[src/rtl/quad_encoder_emulator_if.sv]
// Command/observation bundle for one emulated motor encoder.
// The master drives the motor command and limits; the slave returns encoder phases and state.
interface quad_encoder_emulator_if #(
  parameter int SPEED_W = 16,
  parameter int POS_W   = 32
);
  logic                      en;
  logic [1:0]                pwr;
  logic [SPEED_W-2:0]        vmax;
  logic [SPEED_W-2:0]        accel;
  logic [1:0]                enc;
  logic signed [POS_W-1:0]   position;
  logic signed [SPEED_W-1:0] speed;
  logic                      step_p;

  modport master (
    output en, pwr, vmax, accel,
    input  enc, position, speed, step_p
  );

  modport slave (
    input  en, pwr, vmax, accel,
    output enc, position, speed, step_p
  );
endinterface

[src/rtl/quad_encoder_emulator.sv]
// Quadrature-encoder transmitter: ramps a signed speed toward a target set by the 2-bit
// motor command, integrates it in a phase accumulator, and emits one encoder step per wrap.
module quad_encoder_emulator #(
  parameter int DIV_CYCLES = 4,
  parameter int SPEED_W    = 16,
  parameter int PHASE_W    = 16,
  parameter int POS_W      = 32
) (
  input  logic                    clk,
  input  logic                    rst,
  quad_encoder_emulator_if.slave  bus
);

  localparam int CNT_W = (DIV_CYCLES > 1) ? $clog2(DIV_CYCLES) : 1;
  localparam int SX_W  = SPEED_W + 1;
  localparam int EXT_W = PHASE_W + 1 - SPEED_W;

  logic [CNT_W-1:0]   r_presc;
  logic [SPEED_W-1:0] r_speed;
  logic [PHASE_W-1:0] r_phase;
  logic [POS_W-1:0]   r_position;
  logic [1:0]         r_enc;
  logic               r_step_p;

  logic                   w_tick;
  logic signed [SX_W-1:0] w_speed_x;
  logic signed [SX_W-1:0] w_vmax_x;
  logic signed [SX_W-1:0] w_target;
  logic signed [SX_W-1:0] w_rate;
  logic signed [SX_W-1:0] w_diff;
  logic signed [SX_W-1:0] w_mag;
  logic signed [SX_W-1:0] w_slew;
  logic signed [SX_W-1:0] w_sum;
  logic signed [SX_W-1:0] w_sat;
  logic [SPEED_W-1:0]     w_speed_next;
  logic [PHASE_W:0]       w_phase_sum;
  logic                   w_step;
  logic [POS_W-1:0]       w_pos_next;

  assign w_tick = (r_presc == CNT_W'(DIV_CYCLES - 1));

  always_ff @(posedge clk or posedge rst) begin
    if (rst) begin
      r_presc <= '0;
    end else if (w_tick) begin
      r_presc <= '0;
    end else begin
      r_presc <= r_presc + CNT_W'(1);
    end
  end

  assign w_speed_x = $signed({r_speed[SPEED_W-1], r_speed});
  assign w_vmax_x  = $signed({2'b00, bus.vmax});

  // Target/slew selection and a saturating step toward the target; the step is the
  // smaller of the slew rate and the remaining distance, so the target is never overshot.
  always_comb begin
    w_target = '0;
    w_rate   = $signed({2'b00, bus.accel});
    case (bus.pwr)
      2'b01:   w_target = w_vmax_x;
      2'b10:   w_target = -w_vmax_x;
      2'b11:   w_target = '0;
      default: w_rate   = $signed({4'b0000, bus.accel[SPEED_W-2:2]});
    endcase

    w_diff = w_target - w_speed_x;
    w_mag  = w_diff[SX_W-1] ? -w_diff : w_diff;
    w_slew = (w_rate < w_mag) ? w_rate : w_mag;
    w_sum  = w_diff[SX_W-1] ? (w_speed_x - w_slew) : (w_speed_x + w_slew);

    w_sat = w_sum;
    if (w_sum > w_vmax_x) begin
      w_sat = w_vmax_x;
    end else if (w_sum < -w_vmax_x) begin
      w_sat = -w_vmax_x;
    end

    if (!bus.en) begin
      w_sat = '0;
    end

    w_speed_next = w_sat[SPEED_W-1:0];
  end

  // Carry on a positive add and borrow on a negative add both appear in the top bit.
  assign w_phase_sum = {1'b0, r_phase} + {{EXT_W{w_speed_next[SPEED_W-1]}}, w_speed_next};
  assign w_step      = w_phase_sum[PHASE_W];
  assign w_pos_next  = w_speed_next[SPEED_W-1] ? (r_position - POS_W'(1))
                                               : (r_position + POS_W'(1));

  always_ff @(posedge clk or posedge rst) begin
    if (rst) begin
      r_speed    <= '0;
      r_phase    <= '0;
      r_position <= '0;
      r_enc      <= 2'b00;
      r_step_p   <= 1'b0;
    end else begin
      r_step_p <= 1'b0;
      if (w_tick) begin
        r_speed <= w_speed_next;
        r_phase <= w_phase_sum[PHASE_W-1:0];
        if (w_step) begin
          r_position <= w_pos_next;
          r_enc      <= {w_pos_next[1], w_pos_next[1] ^ w_pos_next[0]};
          r_step_p   <= 1'b1;
        end
      end
    end
  end

  assign bus.enc      = r_enc;
  assign bus.position = $signed(r_position);
  assign bus.speed    = $signed(r_speed);
  assign bus.step_p   = r_step_p;

endmodule

[src/flat_wrapper.sv]
// flat-port wrapper written by rule: the top's interface ports become plain ports
module quad_encoder_emulator_flat 
#(
  parameter int DIV_CYCLES = 4,
  parameter int SPEED_W    = 16,
  parameter int PHASE_W    = 16,
  parameter int POS_W      = 32
)
  (clk, rst, bus_en, bus_pwr, bus_vmax, bus_accel, bus_enc, bus_position, bus_speed, bus_step_p);
  quad_encoder_emulator_if #(.SPEED_W(SPEED_W), .POS_W(POS_W)) bus_i ();
  input  logic clk;
  input  logic rst;
  input wire logic [$bits(bus_i.en)-1:0] bus_en;
  input wire logic [$bits(bus_i.pwr)-1:0] bus_pwr;
  input wire logic [$bits(bus_i.vmax)-1:0] bus_vmax;
  input wire logic [$bits(bus_i.accel)-1:0] bus_accel;
  output wire logic [$bits(bus_i.enc)-1:0] bus_enc;
  output wire logic [$bits(bus_i.position)-1:0] bus_position;
  output wire logic [$bits(bus_i.speed)-1:0] bus_speed;
  output wire logic [$bits(bus_i.step_p)-1:0] bus_step_p;
  assign bus_i.en = bus_en;
  assign bus_i.pwr = bus_pwr;
  assign bus_i.vmax = bus_vmax;
  assign bus_i.accel = bus_accel;
  assign bus_enc = bus_i.enc;
  assign bus_position = bus_i.position;
  assign bus_speed = bus_i.speed;
  assign bus_step_p = bus_i.step_p;
  quad_encoder_emulator #(.DIV_CYCLES(DIV_CYCLES), .SPEED_W(SPEED_W), .PHASE_W(PHASE_W), .POS_W(POS_W)) u_core (.clk(clk), .rst(rst), .bus(bus_i));
endmodule
[config.mk]
export PLATFORM = sky130hd
export DESIGN_NAME = quad_encoder_emulator_flat
export DESIGN_NICKNAME = d
export VERILOG_FILES = /design/src/rtl/quad_encoder_emulator_if.sv /design/src/rtl/quad_encoder_emulator.sv /design/src/flat_wrapper.sv
export SDC_FILE = /design/constraint.sdc
export NUM_CORES = 1
export LEC_CHECK = 0
export CAP_MARGIN = 20
export CORE_UTILIZATION = 39
export DETAILED_ROUTE_END_ITERATION = 7
export MAX_ROUTING_LAYER = met4
export SLEW_MARGIN = 20
export SYNTH_ARGS = -nofsm -noshare
export SYNTH_HDL_FRONTEND = slang
export SYNTH_SLANG_ARGS = --single-unit
[constraint.sdc]
create_clock -name clk -period 19.2 [get_ports clk]
set_clock_uncertainty 0.05 [all_clocks]
set_input_delay 1.92 -clock clk [delete_from_list [all_inputs] [get_ports clk]]
set_output_delay 1.92 -clock clk [all_outputs]
set_load 0.01 [all_outputs]
==> metrics.cfg <==
[routing]
firstDrtPassIters=5
drc=0
wl_per_cell_um=16.6
viasPerCell=5.60
num_vias=8952
drt.antenna.violating_nets=0
drt_wl_total_mm=26.5
drt_iter0_markers=530

[synthesis]
async_flop_share_pct=100
syn-num-nets=1373
synth_compound_area_share_pct=23.6
ys_types=83
synth_top_family_by_area=compound AO/OA/AOI/OAI gates
yosysWarnings=0
ys_seq_area_share_pct=17.3
syn_area_per_cell_um2=8.18
ys.flop_type=dfrtp_1
synth_edf_count=0
synth_cells=1204
synth_area_um2=9850
yosys.area_share.adder_pct=17.3
synth-seq-cells=68
synth-simple-area-share_pct=16.7
synth_xor_area_share_pct=9.50
synth.area.mux_share_pct=10.1

[worst_hold_path]
min_path_type=reg -> reg
whs_endpoint=u_core.r_presc[0]
min_from=u_core.r_presc[0]
holdPathStages=1

[layout]
final_nets=1439
n_fill_cell=2477
area_delta_synth_final_pct=15.3
drive_above_1_share_pct=9.18

[cts]
clockBufferDepth=2
cts_tree=done
clk_pin_slew_ns=0.06
root_buffer=clkbuf_16
cts_inserted_buffers=9
clock_sinks=68
htree_levels=3
ctsHoldBuffers=0
clk_latency_ns=0.34

[global_routing]
grt_start_max_net_pins=69
grt_pass1_vias=8712
grtUsageTotal_pct=21.0
grt_pass1_wl_mm=43.0
antenna_found_initial=1
overflow=0

[place]
numPortBuffers=85
dp.final_hpwl_mm=21.3
place_congestion=0.929

[worst_setup_path]
r2r_end=u_core.bus.position[30]
cp_num_buf_inv=5
r2r-start=u_core.bus.speed[0]
crit_fanout=17
critPathMostFrequentCell=o21a_1
worst_ep_required_time_ns=19.37
cp-startpoint=bus_vmax[2]
ff2ff_setup_slack_ns=4.29
reg2regPathDepth=66
cp-start-kind=input pin
path_class=in -> reg
arrival_ns=17.96
cp_slowest_stage_delay_ns=0.56
critPathTopFamily=compound AO/OA/AOI/OAI gates
worst_path_max_delay_cell=clkdlybuf4s50_1
cp.depth=74
endpoint_kind=flip-flop

[job]
drv_cap=0

[timing]
relSlewSlack_pct=38.6
setup_viol_count_final=0
tightest_slew_ns=0.915
finalCriticalPeriod_ns=17.79
rsz0062_at_grt=no
maxSlewViolCount=0
max_freq_ghz=0.0562
setup_tns_ns=0
finalHoldViolations=0
period_share_pct=92.6

[status]
status=complete, no violations

[die]
num_rows=57
die_h_um=161
design.portCount=86
dieArea_um2=25900
core-area_um2=24500
die_x_um=161
start_util_pct=40.2

## stage by stage
| stage | utilization [%] | setup WS, ns | hold slack, ns | instances | area (um^2) |
|---|---|---|---|---|---|
| 6_report | 46.3 | 1.41 | 0.376 | 1600 | 11400 |
| 5_1_grt | 46.3 | 0.0422 | 0.410 | 1600 | 11400 |
| 4_1_cts | 46.2 | 0.534 | 0.375 | 1599 | 11300 |
| 3_5_place_dp | 44.9 | 0.249 | 0.367 | 1583 | 11000 |
| 3_3_place_gp | 44.9 | 0.548 | 0.367 | 1583 | 11000 |
| 2_1_floorplan | - | 2.41 | 0.353 | 1204 | 9850 |
## cells in the mapped netlist, types with 17 or more instances
library cell	count	area share, %
xnor2_1	71	6.3
mux2i_1	25	2.5
nand2_1	78	3.0
o21ai_0	81	4.1
clkbuf_1	31	1.2
mux2_2	34	3.9
nor3_1	27	1.4
a21oi_1	84	4.3
inv_1	90	3.4
nor2_1	86	3.3
o21a_1	31	2.4
nand2b_1	17	1.1
xor2_1	30	2.7
o31ai_1	21	1.6
ha_1	130	17
nand3_1	23	1.2
dfrtp_1	68	17
a21o_1	26	2.0
mux2_4	21	3.2
## layout make-up
type                    instances  area [um^2]  area share (%)
multi-input cells            1000         7650            67.3
repair buffers                 98          948            8.35
flip-flops and latches         68         1700            15.0
diodes                          1         2.50          0.0220
inverters                      93          349            3.07
well taps                     324          405            3.57
clock buffers                   9          225            1.98
clock inverters                 7         80.1           0.705
## timing repair
| item | in CTS | in global routing |
|---|---|---|
| endpoints found under the hold margin | 0 | 0 |
| buffers inserted | 0 | 0 |
| resized for setup | 0 | 7 |
| endpoints found under the setup margin | 0 | 34 |
## sequential cells by signal, indices dropped and copies added (netlist names)
register,flops
u_core.r_presc,2
u_core.bus.enc,1
u_core.bus.step_p,1
u_core.bus.position,32
u_core.r_phase,16
u_core.bus.speed,16
## cell families after synthesis
group                    after synthesis
buffers and inverters                136
XOR/XNOR                             103
AND/OR/NAND/NOR                      327
flip-flops                            68
AO/OA/AOI/OAI                        352
multiplexers                          84
adder cells (fa/ha/maj)              134
## cells in the final DEF, fill, tap and decap left out, types with 12 or more instances in the layout
cell type and n:
xnor2_1 71, ha_1 129, a21oi_1 83, xor2_1 29, nor3_1 26, nand2b_1 17
nor2b_1 15, a21o_1 26, mux2_2 34, o21bai_1 12, inv_1 89, nor2_1 86
mux2i_1 25, dfrtp_1 68, and2_1 13, buf_4 13, clkdlybuf4s50_1 85, or3_1 15
o21ai_0 80, nand2_1 78, o21a_1 31, o31ai_1 21, a31oi_1 12, nand3_1 23
mux2_4 21
## how the worst max path moves through the flow
| stage | end | slack (ns) |
|---|---|---|
| 6_report | u_core.bus.position[30] | 1.41 |
| 5_1_grt | u_core.bus.enc[0] | 0.04 |
| 4_1_cts | u_core.bus.position[30] | 0.53 |
| 3_5_place_dp | u_core.bus.position[30] | 0.25 |
| 3_3_place_gp | u_core.bus.position[29] | 0.55 |
| 2_1_floorplan | u_core.bus.position[14] | 2.41 |
## per-layer routing
| layer | vias up | share of wire (%) | GRT usage [%] | routed length (um) |
|---|---|---|---|---|
| met1 | 4219 | 45 | 25.4 | 11900 |
| met5 | - | 0 | - | 0 |
| li1 | 4516 | - | - | - |
| met3 | 40 | 4.2 | 2.45 | 1110 |
| met4 | 0 | 2.4 | 6.48 | 627 |
| met2 | 177 | 48 | 36.2 | 12800 |
Power is not shown: default switching activity piles up to over one toggle a cycle in this logic, so the estimate is an artifact.
